`config.mk`:
```
export PLATFORM = sky130hd
export DESIGN_NAME = mem_port_arbiter_flat
export DESIGN_NICKNAME = d
export VERILOG_FILES = /design/src/rtl/mem_port_arbiter_if.sv /design/src/rtl/mem_port_arbiter.sv /design/src/flat_wrapper.sv
export SDC_FILE = /design/constraint.sdc
export NUM_CORES = 1
export LEC_CHECK = 0
export BUFFER_PORTS_ARGS = -buffer_cell sky130_fd_sc_hd__buf_2
export CAP_MARGIN = 20
export CORE_MARGIN = 5
export CORE_UTILIZATION = 39
export CTS_CLUSTER_SIZE = 20
export DETAILED_ROUTE_END_ITERATION = 8
export GPL_TIMING_DRIVEN = 0
export HOLD_SLACK_MARGIN = 0.02
export PLACE_DENSITY = 0.74
export SYNTH_ARGS = -nofsm -noshare
export SYNTH_HDL_FRONTEND = slang
export SYNTH_SLANG_ARGS = --single-unit
```
`constraint.sdc`:
```
create_clock -name clk -period 2 [get_ports clk]
set_input_delay 0.1 -clock clk [delete_from_list [all_inputs] [get_ports clk]]
set_output_delay 0.1 -clock clk [all_outputs]
set_load 0.1 [all_outputs]
```
`src/rtl/mem_port_arbiter_if.sv`:
```
// Core/memory bus bundle for mem_port_arbiter: fetch and data request channels plus the shared
// single memory port. The slave modport is the arbiter's view; master is the environment's view.
interface mem_port_arbiter_if #(
  parameter int unsigned ADDR_W = 32,
  parameter int unsigned DATA_W = 32
);
  // Fetch channel
  logic                  f_req;
  logic [ADDR_W-1:0]     f_addr;
  logic                  f_flush;
  logic                  f_gnt;
  logic                  f_rvalid;

  // Load/store channel
  logic                  d_req;
  logic [ADDR_W-1:0]     d_addr;
  logic [DATA_W/8-1:0]   d_we;
  logic [DATA_W-1:0]     d_wdata;
  logic                  d_gnt;
  logic                  d_rvalid;

  // Shared response data
  logic [DATA_W-1:0]     rdata;

  // Memory port
  logic                  mem_req;
  logic [ADDR_W-1:0]     mem_addr;
  logic [DATA_W/8-1:0]   mem_we;
  logic [DATA_W-1:0]     mem_wdata;
  logic                  mem_gnt;
  logic                  mem_rvalid;
  logic [DATA_W-1:0]     mem_rdata;

  logic                  busy;

  modport slave (
    input  f_req, f_addr, f_flush,
    output f_gnt, f_rvalid,
    input  d_req, d_addr, d_we, d_wdata,
    output d_gnt, d_rvalid,
    output rdata,
    output mem_req, mem_addr, mem_we, mem_wdata,
    input  mem_gnt, mem_rvalid, mem_rdata,
    output busy
  );

  modport master (
    output f_req, f_addr, f_flush,
    input  f_gnt, f_rvalid,
    output d_req, d_addr, d_we, d_wdata,
    input  d_gnt, d_rvalid,
    input  rdata,
    input  mem_req, mem_addr, mem_we, mem_wdata,
    output mem_gnt, mem_rvalid, mem_rdata,
    input  busy
  );
endinterface

```
`src/rtl/mem_port_arbiter.sv`:
```
// Shares one memory port between fetch and load/store with a single outstanding transaction.
// Data has priority; fetch is forced through after MAX_STREAK data grants made while it waited.
module mem_port_arbiter #(
  parameter int unsigned ADDR_W     = 32,
  parameter int unsigned DATA_W     = 32,
  parameter int unsigned MAX_STREAK = 4
) (
  input logic               clk,
  input logic               rst_n,
  mem_port_arbiter_if.slave bus
);

  localparam int unsigned BE_W      = DATA_W / 8;
  localparam logic [3:0]  MaxStreak = 4'(MAX_STREAK);

  typedef enum logic [1:0] {StIdle, StReq, StWait} state_e;

  state_e            state_q;
  logic              owner_q;   // 1: data owns the transaction, 0: fetch
  logic              kill_q;
  logic [3:0]        streak_q;
  logic              mem_req_q;
  logic [ADDR_W-1:0] addr_q;
  logic [BE_W-1:0]   we_q;
  logic [DATA_W-1:0] wdata_q;

  logic grant_d;
  logic grant_f;
  logic fetch_forced;

  // Arbitration only happens in IDLE; grants are combinational so the requester sees them at once.
  always_comb begin
    grant_d      = 1'b0;
    grant_f      = 1'b0;
    fetch_forced = bus.f_req && (streak_q == MaxStreak);
    if (state_q == StIdle) begin
      if (bus.d_req && !fetch_forced) begin
        grant_d = 1'b1;
      end else if (bus.f_req) begin
        grant_f = 1'b1;
      end
    end
  end

  always_ff @(posedge clk or negedge rst_n) begin
    if (!rst_n) begin
      state_q   <= StIdle;
      owner_q   <= 1'b0;
      kill_q    <= 1'b0;
      streak_q  <= 4'd0;
      mem_req_q <= 1'b0;
      addr_q    <= '0;
      we_q      <= '0;
      wdata_q   <= '0;
    end else begin
      // Streak only counts data wins that actually made fetch wait.
      if (!bus.f_req || grant_f) begin
        streak_q <= 4'd0;
      end else if (grant_d && (streak_q != MaxStreak)) begin
        streak_q <= streak_q + 4'd1;
      end

      unique case (state_q)
        StIdle: begin
          if (grant_d || grant_f) begin
            state_q   <= StReq;
            owner_q   <= grant_d;
            kill_q    <= 1'b0;
            mem_req_q <= 1'b1;
            addr_q    <= grant_d ? bus.d_addr : bus.f_addr;
            we_q      <= grant_d ? bus.d_we : '0;
            wdata_q   <= grant_d ? bus.d_wdata : '0;
          end
        end
        StReq: begin
          if (bus.f_flush && !owner_q) begin
            kill_q <= 1'b1;
          end
          if (bus.mem_gnt) begin
            state_q   <= StWait;
            mem_req_q <= 1'b0;
          end
        end
        StWait: begin
          if (bus.mem_rvalid) begin
            state_q <= StIdle;
            kill_q  <= 1'b0;
          end else if (bus.f_flush && !owner_q) begin
            kill_q <= 1'b1;
          end
        end
        default: begin
          state_q   <= StIdle;
          mem_req_q <= 1'b0;
          kill_q    <= 1'b0;
        end
      endcase
    end
  end

  logic resp;
  assign resp = (state_q == StWait) && bus.mem_rvalid;

  assign bus.f_gnt     = grant_f;
  assign bus.d_gnt     = grant_d;
  // A flush arriving with the response itself still suppresses it.
  assign bus.f_rvalid  = resp && !owner_q && !kill_q && !bus.f_flush;
  assign bus.d_rvalid  = resp && owner_q;
  assign bus.rdata     = bus.mem_rdata;
  assign bus.mem_req   = mem_req_q;
  assign bus.mem_addr  = addr_q;
  assign bus.mem_we    = we_q;
  assign bus.mem_wdata = wdata_q;
  assign bus.busy      = (state_q != StIdle);

endmodule

```
`src/flat_wrapper.sv`:
```
// flat-port wrapper written by rule: the top's interface ports become plain ports
module mem_port_arbiter_flat 
#(
  parameter int unsigned ADDR_W     = 32,
  parameter int unsigned DATA_W     = 32,
  parameter int unsigned MAX_STREAK = 4
)
  (clk, rst_n, bus_f_req, bus_f_addr, bus_f_flush, bus_f_gnt, bus_f_rvalid, bus_d_req, bus_d_addr, bus_d_we, bus_d_wdata, bus_d_gnt, bus_d_rvalid, bus_rdata, bus_mem_req, bus_mem_addr, bus_mem_we, bus_mem_wdata, bus_mem_gnt, bus_mem_rvalid, bus_mem_rdata, bus_busy);
  mem_port_arbiter_if #(.ADDR_W(ADDR_W), .DATA_W(DATA_W)) bus_i ();
  input logic clk;
  input logic rst_n;
  input wire logic [$bits(bus_i.f_req)-1:0] bus_f_req;
  input wire logic [$bits(bus_i.f_addr)-1:0] bus_f_addr;
  input wire logic [$bits(bus_i.f_flush)-1:0] bus_f_flush;
  output wire logic [$bits(bus_i.f_gnt)-1:0] bus_f_gnt;
  output wire logic [$bits(bus_i.f_rvalid)-1:0] bus_f_rvalid;
  input wire logic [$bits(bus_i.d_req)-1:0] bus_d_req;
  input wire logic [$bits(bus_i.d_addr)-1:0] bus_d_addr;
  input wire logic [$bits(bus_i.d_we)-1:0] bus_d_we;
  input wire logic [$bits(bus_i.d_wdata)-1:0] bus_d_wdata;
  output wire logic [$bits(bus_i.d_gnt)-1:0] bus_d_gnt;
  output wire logic [$bits(bus_i.d_rvalid)-1:0] bus_d_rvalid;
  output wire logic [$bits(bus_i.rdata)-1:0] bus_rdata;
  output wire logic [$bits(bus_i.mem_req)-1:0] bus_mem_req;
  output wire logic [$bits(bus_i.mem_addr)-1:0] bus_mem_addr;
  output wire logic [$bits(bus_i.mem_we)-1:0] bus_mem_we;
  output wire logic [$bits(bus_i.mem_wdata)-1:0] bus_mem_wdata;
  input wire logic [$bits(bus_i.mem_gnt)-1:0] bus_mem_gnt;
  input wire logic [$bits(bus_i.mem_rvalid)-1:0] bus_mem_rvalid;
  input wire logic [$bits(bus_i.mem_rdata)-1:0] bus_mem_rdata;
  output wire logic [$bits(bus_i.busy)-1:0] bus_busy;
  assign bus_i.f_req = bus_f_req;
  assign bus_i.f_addr = bus_f_addr;
  assign bus_i.f_flush = bus_f_flush;
  assign bus_f_gnt = bus_i.f_gnt;
  assign bus_f_rvalid = bus_i.f_rvalid;
  assign bus_i.d_req = bus_d_req;
  assign bus_i.d_addr = bus_d_addr;
  assign bus_i.d_we = bus_d_we;
  assign bus_i.d_wdata = bus_d_wdata;
  assign bus_d_gnt = bus_i.d_gnt;
  assign bus_d_rvalid = bus_i.d_rvalid;
  assign bus_rdata = bus_i.rdata;
  assign bus_mem_req = bus_i.mem_req;
  assign bus_mem_addr = bus_i.mem_addr;
  assign bus_mem_we = bus_i.mem_we;
  assign bus_mem_wdata = bus_i.mem_wdata;
  assign bus_i.mem_gnt = bus_mem_gnt;
  assign bus_i.mem_rvalid = bus_mem_rvalid;
  assign bus_i.mem_rdata = bus_mem_rdata;
  assign bus_busy = bus_i.busy;
  mem_port_arbiter #(.ADDR_W(ADDR_W), .DATA_W(DATA_W), .MAX_STREAK(MAX_STREAK)) u_core (.clk(clk), .rst_n(rst_n), .bus(bus_i));
endmodule
```
==> impl.org, run 1 <==
** Outcome
- The flow ran to the end, and the final reports show no timing, DRC or antenna violations.

** Worst setup path
- STA classifies the critical path startpoint as a register.
- Data on the critical path is required at its endpoint by between 1.5 and 2 ns.
- Element type at the critical path end :: output pin
- Highest net fanout along the worst path :: 10
- Type of the worst setup path :: register to output pin
- Arrival time of the worst setup path :: 1.80 ns

** STA
- Setup clock skew after layout :: roughly 0.014 ns
- The final critical path takes up 95.2% of the cycle.
- Max Clock Freq :: between 500 and 600 MHz
- The final hold violation count came to 0.
- At the pin with the least slew margin, the transition time is slightly above 0.5 ns.
- Final worst path period need :: 1.90 ns
- The total count of max-transition violations in the final report is 0.
- Across all setup checks in the final design, the least slack found is between 0.09 and 0.1 ns.
- In this run the tightest slew margin relative to its limit is 65.4%.
- Setup violations remaining at the end of the flow were counted as 0.

** Routing
- For this block, the initial DRC count from the detailed router was about 120.
- 1st-pass router iterations :: 4
- Vias :: roughly 3500
- Antenna violation net count after detailed routing :: 0
- After detailed routing, the number of remaining DRC violations is 0.
- The final layout contains routed wiring with a total length of about 12000 um.
- Vias per inst :: around 4.5
- Routed WL per cell :: 14.8 um

** Logic synthesis
- The synthesized netlist devotes around 7.2% of its cell area to simple gates.
- Fraction of the mapped netlist area in compound gates :: around 2.1%
- After synthesis the cells add up to approximately 4000 um^2.
- The Yosys step of the flow raised 0 warnings.
- Share of cell area taken by muxes after synthesis :: 27.5%
- Top flip-flop cell by instance count after synthesis :: sky130_fd_sc_hd__dfrtp_1
- After synthesis, the largest family of logic cells by area is multiplexers.
- In the synthesized netlist, the number of instances is 350.
- By area the synthesized netlist is led by sky130_fd_sc_hd__dfrtp_1 48%, sky130_fd_sc_hd__mux2_2 17%, sky130_fd_sc_hd__mux2i_1 9.2%, sky130_fd_sc_hd__buf_4 6.4%, sky130_fd_sc_hd__inv_1 4.0%.
- Of the total synthesized cell area, the portion taken by full adders, half adders and majority gates is under 10%.
- Total nets after synthesis :: between 400 and 500
- Unique masters post-synth :: 34
- For this run, asynchronously set or reset flops after synthesis account for 100%.
- Summing the areas of all xor and xnor instances in the mapped netlist gives 0% of the synthesized area.
- Each instance of the synthesized netlist takes up on average 11.5 um^2.
- Top-area cell type share of the netlist area :: 48.1%
- Total of flip-flops plus latches after synthesis :: 77
- Cell type with the largest total area after synthesis :: sky130_fd_sc_hd__dfrtp_1
- The share of the Yosys chip area taken by registers is between 40% and 50%.
- Number of synthesized flops with an enable pin :: 0

** Min path
- Worst hold-check path type :: primary input to register

** Finish
- Leaving out fill and tap cells, the most frequent cell in the layout is sky130_fd_sc_hd__buf_2.
- In the final layout, the share of cells above drive strength 1 is between 50 and 60%.
- Filler Cell Count :: ~800
- Net count reported at finish :: between 700 and 800
- The library cells used most frequently in the layout, excluding fill and tap cells, are 210 x sky130_fd_sc_hd__buf_2, 77 x sky130_fd_sc_hd__dfrtp_1, 71 x sky130_fd_sc_hd__dlygate4sd3_1, 61 x sky130_fd_sc_hd__mux2_2.
- 0 antenna diodes ended up in the layout.
- Post-route non-filler standard cell count :: around 790
- After routing the design area is roughly 6300 um^2.
- Cells fill 61.5% of the core in the end.
- Relative to the synthesized area, the layout overhead comes to 56.3%.

** Place
- Buffers placed on the I/O ports in this run total between 200 and 250.
- Detail Placement HPWL :: 8270 um
- Final weighted congestion in routability-driven placement :: between 0.8 and 0.9
- OpenSTA, run right after detailed placement, puts the worst setup slack at -0.0178 ns.
- Counting tap cells, the placed design contains a total of 698 instances.
- DP Area :: 5290 um^2

** Clocking
- Total number of H-tree levels :: 3
- Number of buffers created by CTS :: 9
- Number of buffers between clock root and the deepest sink :: 2
- The tree built by TritonCTS fans out to a little under 80 sinks.
- TritonCTS built the clock tree.
- Clock-pin transition on the worst setup and hold timing paths :: around 0.08 ns
- The tree is rooted in a sky130_fd_sc_hd__clkbuf_8.
- Clk_lat worst skew :: 0.35 ns

** Global route
- The number of global-route vias before repair came to 3890.
- Pin count of the biggest net entering global routing :: 40
- Total Routing Usage GR :: 18.7%
- Antenna violations before repair :: 0
- The first global-routing pass estimated between 15000 and 20000 um of wire.
- For this run the aggregate overflow at the end of global routing stands at 0.

** Die
- After floorplanning, the core was divided into 37 placement rows.
- CORE AREA :: between 10000 and 15000 um^2
- Die extent in x :: approximately 110 um
- From bottom edge to top edge, the die measures approximately 110 um.
- Number of I/O pins :: around 250
- The die covers 12400 um^2.
- Effective utilization at floorplan :: around two fifths

** Run
- Across the run, the number of max-cap violations was 0.
## cell type report
cell class	count	area, um^2	area share [%]
multi-input combinational	181	1590	25.3
tap	136	170	2.72
sequential	77	1930	30.8
clock inverter	5	50.0	0.799
buffer	49	389	6.21
timing repair buffer	285	1830	29.3
inverter	43	165	2.64
clock buffer	11	141	2.26
## layer usage
layer,GRT usage (%),part of all wire (%)
met2,33.5,52
met3,5.87,7.2
met5,0,0
met4,7.06,2.4
met1,20.9,38
## what timing repair did
action | in CTS | in global routing
setup endpoints to repair | 26 | 52
resized for setup | 7 | 13
hold endpoints to repair | 107 | 0
hold buffers | 71 | 0
buffers inserted | 0 | 2
## path summary, 6_finish.rpt
kind,from,to,slack (ns),cells after the start
max,u_core.state_q[1],bus_d_gnt,0.1,8
min reg2reg,u_core.bus.mem_req,u_core.bus.mem_req,0.50,1
min in group asynchronous,rst_n,u_core.state_q[0],0.26,2
max in group asynchronous,rst_n,u_core.bus.mem_wdata[2],1.15,3
max reg2reg,u_core.state_q[0],u_core.bus.mem_addr[8],0.11,7
min,bus_d_req,u_core.streak_q[1],0.09,3
## Yosys cell counts (all sizes together), types with 2 or more instances
library cell / instances
nor3: 4
nand2: 43
mux2i: 37
ha: 6
clkbuf: 3
a21boi: 2
mux2: 64
nor2: 2
dfrtp: 77
o21a: 2
buf: 46
inv: 43
nor2b: 2
nor3b: 3
## metrics by stage
| step | setup TNS [ns] | hold WS, ns |
|---|---|---|
| after floorplan | -0.0132 | -0.196 |
| after global placement | 0 | 0.332 |
| after global routing | -0.000713 | 0.0879 |
| after CTS | -0.203 | 0.0617 |
| final | 0 | 0.0870 |
| after detailed placement | -0.0305 | 0.112 |
## cell families (layout without fill, tap and decap cells)
group | count (synthesis) | count (layout)
buf+inv | 92 | 393
mux | 101 | 101
fa+ha+maj | 6 | 6
simple gates | 63 | 63
flops | 77 | 77
compound gates | 11 | 11
## sequential cells by signal (all words and copies together), names as in the netlist
signal and cells:
u_core.bus.mem_we 4, u_core.bus.mem_addr 32, u_core.bus.mem_req 1, u_core.owner_q 1
u_core.state_q 2, u_core.streak_q 4, u_core.bus.mem_wdata 32, u_core.kill_q 1
## worst max-delay path: stages, from the launching register on
cell and delay (ns):
sky130_fd_sc_hd__dfrtp_1 0.40, sky130_fd_sc_hd__inv_1 0.11, sky130_fd_sc_hd__ha_1 0.17, sky130_fd_sc_hd__buf_6 0.15
sky130_fd_sc_hd__nand2_2 0.07, sky130_fd_sc_hd__a21o_1 0.16, sky130_fd_sc_hd__buf_6 0.14, sky130_fd_sc_hd__clkinvlp_4 0.09
sky130_fd_sc_hd__buf_12 0.17
Power of run 1 is left out: the tool's default activity adds up to more than one toggle a clock period on the data nets, which glitch-free logic cannot reach.
==> run 2: changes to the inputs <==
--- a/config.mk
+++ b/config.mk
@@ -9,6 +9,7 @@
 export CAP_MARGIN = 20
 export CORE_MARGIN = 5
 export CORE_UTILIZATION = 39
+export CTS_BUF_LIST = sky130_fd_sc_hd__clkbuf_4
 export CTS_CLUSTER_SIZE = 20
 export DETAILED_ROUTE_END_ITERATION = 8
 export GPL_TIMING_DRIVEN = 0
==> run 2 against run 1 <==
Cell area rose by 5.6%. Final cell count rose by 5.7%. Hold slack worse by 0.029 ns. Setup slack got worse by 0.035 ns. Non-clock buffer count up 44. Global-route usage rose by 0.88 points. First-iteration DRC count is 4.1% higher. Routed wire length up 6.8%. Largest cell class unchanged. Sequential share of layout area is 1.6 points lower. Critical endpoint unchanged. Core utilization grew 3.5 points. Sequential cell count unchanged. Clock skew up 0.012 ns.
==> impl.org, run 2 (synthesis results as in run 1) <==
** STA
- Setup repair after global routing could not meet its margin everywhere.
- Final Hold Viols :: 0 (unchanged)
- The post-route worst hold slack is 0.0582 ns (-0.0287 ns).
- Final period utilization :: 96.9% (+1.7 points)
- The highest clock rate was 516 MHz (-1.8%).
- The total count of max-transition violations in the final report was 0 (unchanged).
- Setup clock skew after layout :: 0.0257 ns (+0.0122 ns)
- The worst-margin pin slew was 0.518 ns (-0.00129 ns).
- The final critical delay including setup and external delays came to 1.94 ns (+0.0350 ns).
- Count of final setup violators :: 0 (unchanged)
- Max_slew headroom :: 65.5% (+0.086 points)

** Clocking
- The depth of the CTS H-tree is 3 (unchanged).
- The maximum buffer depth of the clock tree was 2 (unchanged).
- TritonCTS clock tree :: done
- Clock-pin transition on the worst setup and hold timing paths :: 0.11 ns (+0.03 ns)
- The cell sitting at the root of the clock tree is a sky130_fd_sc_hd__clkbuf_4.
- Clk_lat worst skew :: 0.43 ns (+0.08 ns)
- CTS sink count :: 77 (unchanged)
- The number of buffers created by CTS came to 9 (unchanged).

** Global route
- Number of global-route vias before repair :: 4082 (+4.9%)
- The maximum number of pins on one net before global-route repair came to 40 (unchanged).
- Congestion Overflow GR :: 0 (unchanged)
- Wire length of the first global-routing pass :: 19900 um (+4.8%)
- Antenna violations before repair :: 1 (+1)
- Total Routing Usage GR :: 19.6% (+0.88 points)

** Die
- The die outline height was 111 um (unchanged).
- The die area is 12400 um^2 (unchanged).
- Die extent in x :: 111 um (unchanged)
- Effective utilization at floorplan :: 39.3% (unchanged)
- The core footprint is 10200 um^2 (unchanged).
- Number of standard-cell rows in the floorplan :: 37 (unchanged)
- Number of I/O pins :: 245 (unchanged)

** Worst setup path
- The critical path is of the register to output pin type.
- Element type at the critical path end :: output pin
- The slack of the worst reg-to-reg path is 0.09 ns (-0.02 ns).
- Capturing instance or port of the critical path :: bus_d_gnt
- The maximum fanout encountered on the critical timing path was 6 (-4).
- Launching element of the worst setup path :: u_core.state_q[1]
- Setup crit start kind :: register
- The signal arrival time at the worst endpoint is 1.84 ns (+0.04 ns).
- The startpoint identified for the worst register-to-register timing path is u_core.state_q[0].
- The worst register-to-register path ends at u_core.bus.mem_addr[13].
- The data required time of the worst path came to 1.90 ns (about the same).
- The logic depth of the worst register-to-register path was 7 (unchanged).

** Finish
- The fraction of final layout cells sized beyond drive strength 1 is 52.1% (-1.5 points).
- The top cell types in the final layout, fill and taps aside, are 210 x sky130_fd_sc_hd__buf_2, 102 x sky130_fd_sc_hd__dlygate4sd3_1, 77 x sky130_fd_sc_hd__dfrtp_1, 61 x sky130_fd_sc_hd__mux2_2, 49 x sky130_fd_sc_hd__buf_4.
- The cell area after layout was 6610 um^2 (+5.6%).
- Leaving out fill and tap cells, the most frequent cell in the layout is sky130_fd_sc_hd__buf_2.
- Net count reported at finish :: 835 (+5.6%)
- Compared with the post-synthesis result, the final layout area differs by 65.0%.

** Place
- DP Area :: 5290 um^2 (unchanged)
- Detail Placement HPWL :: 8270 um (unchanged)
- The count of buffers from port buffering is 211 (unchanged).
- The final estimated routing congestion in global placement was 0.835 (unchanged).

** Min path
- The min-delay analysis places its worst path in the category primary input to register.

** Routing
- 1st-pass router iterations :: 4 (unchanged)
- The post-detailed-route DRC marker count was 0 (unchanged).
- Antenna violation net count after detailed routing :: 0 (unchanged)
- Number of violations reported at the end of detailed-routing iteration 0 :: 128 (+4.1%)
- The wire length per cell after detailed routing was 15.0 um (+1.0%).
- Routed Wire Length :: 12400 um (+6.8%)
- Vias :: 3705 (+5.3%)
- The ratio of routed vias to standard cells is 4.45 (-0.35%).

** Run
- The max-capacitance violation count was 0 (unchanged).

** Outcome
- The flow ran to the end, and the final reports show no timing, DRC or antenna violations.
==> run 2: changes by cell type in the layout (fill, tap and decap cells not counted), moves of 10 or more <==
cell / before / now
sky130_fd_sc_hd__dlygate4sd3_1: 71 / 102
sky130_fd_sc_hd__clkbuf_4: 2 / 12
sky130_fd_sc_hd__clkbuf_8: 10 / 0
sky130_fd_sc_hd__buf_4: 36 / 49
==> run 2: worst min path at each step <==
stage              startpoint                 endpoint  slack [ns]  cells after the start
6_report        bus_f_addr[8]   u_core.bus.mem_addr[8]        0.06                      3
5_1_grt         bus_f_addr[8]   u_core.bus.mem_addr[8]        0.03                      3
4_1_cts         bus_f_addr[8]   u_core.bus.mem_addr[8]        0.03                      3
3_5_place_dp            rst_n        u_core.state_q[0]        0.11                      1
3_3_place_gp   bus_d_wdata[6]  u_core.bus.mem_wdata[6]        0.33                      3
2_1_floorplan           rst_n   u_core.bus.mem_addr[0]       -0.20                      0
==> run 2: stage by stage <==
stage	utilization (%)	instances	setup WS [ns]	setup TNS (ns)
3_3_place_gp	51.7	697	0.0172	0
3_5_place_dp	52.0	698	-0.0178	-0.0305
6_report	64.9	832	0.0611	0
4_1_cts	64.1	822	0.00578	0
2_1_floorplan	-	350	-0.0132	-0.0132
5_1_grt	64.9	832	-0.0416	-0.0604
==> run 2: what timing repair did <==
| item | 4_1_cts | 5_1_grt |
|---|---|---|
| setup endpoints to repair | 33 | 22 |
| pin swaps | 0 | 0 |
| resized for setup | 12 | 9 |
| hold endpoints to repair | 117 | 0 |
| buffers inserted | 6 | 9 |
| hold buffers | 102 | 0 |
==> run 2: area by class of cell <==
type / instances / area (um^2)
Fill cell: 773 / 3570
Timing Repair Buffer: 329 / 2250
Sequential cell: 77 / 1930
Multi-Input combinational cell: 181 / 1590
Buffer: 49 / 388
Tap cell: 136 / 170
Inverter: 43 / 165
Clock buffer: 10 / 75.1
Clock inverter: 6 / 53.8
Antenna cell: 1 / 2.50
==> run 2: critical path, stage by stage, from the launching register on <==
cell and delay, ns:
sky130_fd_sc_hd__dfrtp_1 0.41, sky130_fd_sc_hd__inv_1 0.11, sky130_fd_sc_hd__ha_1 0.17, sky130_fd_sc_hd__buf_6 0.13, sky130_fd_sc_hd__nand2_2 0.07, sky130_fd_sc_hd__a21o_1 0.17, sky130_fd_sc_hd__buf_6 0.12, sky130_fd_sc_hd__clkinvlp_4 0.08
sky130_fd_sc_hd__buf_12 0.17
==> run 2: routing by layer <==
metal	vias up	part of all wire, %	GRT usage [%]
li1	1794	-	-
met1	1727	38	21.9
met2	154	53	35.5
met3	30	6.0	4.51
met4	0	3.1	8.76
met5	-	0	0
Power of run 2 is left out for the same reason.
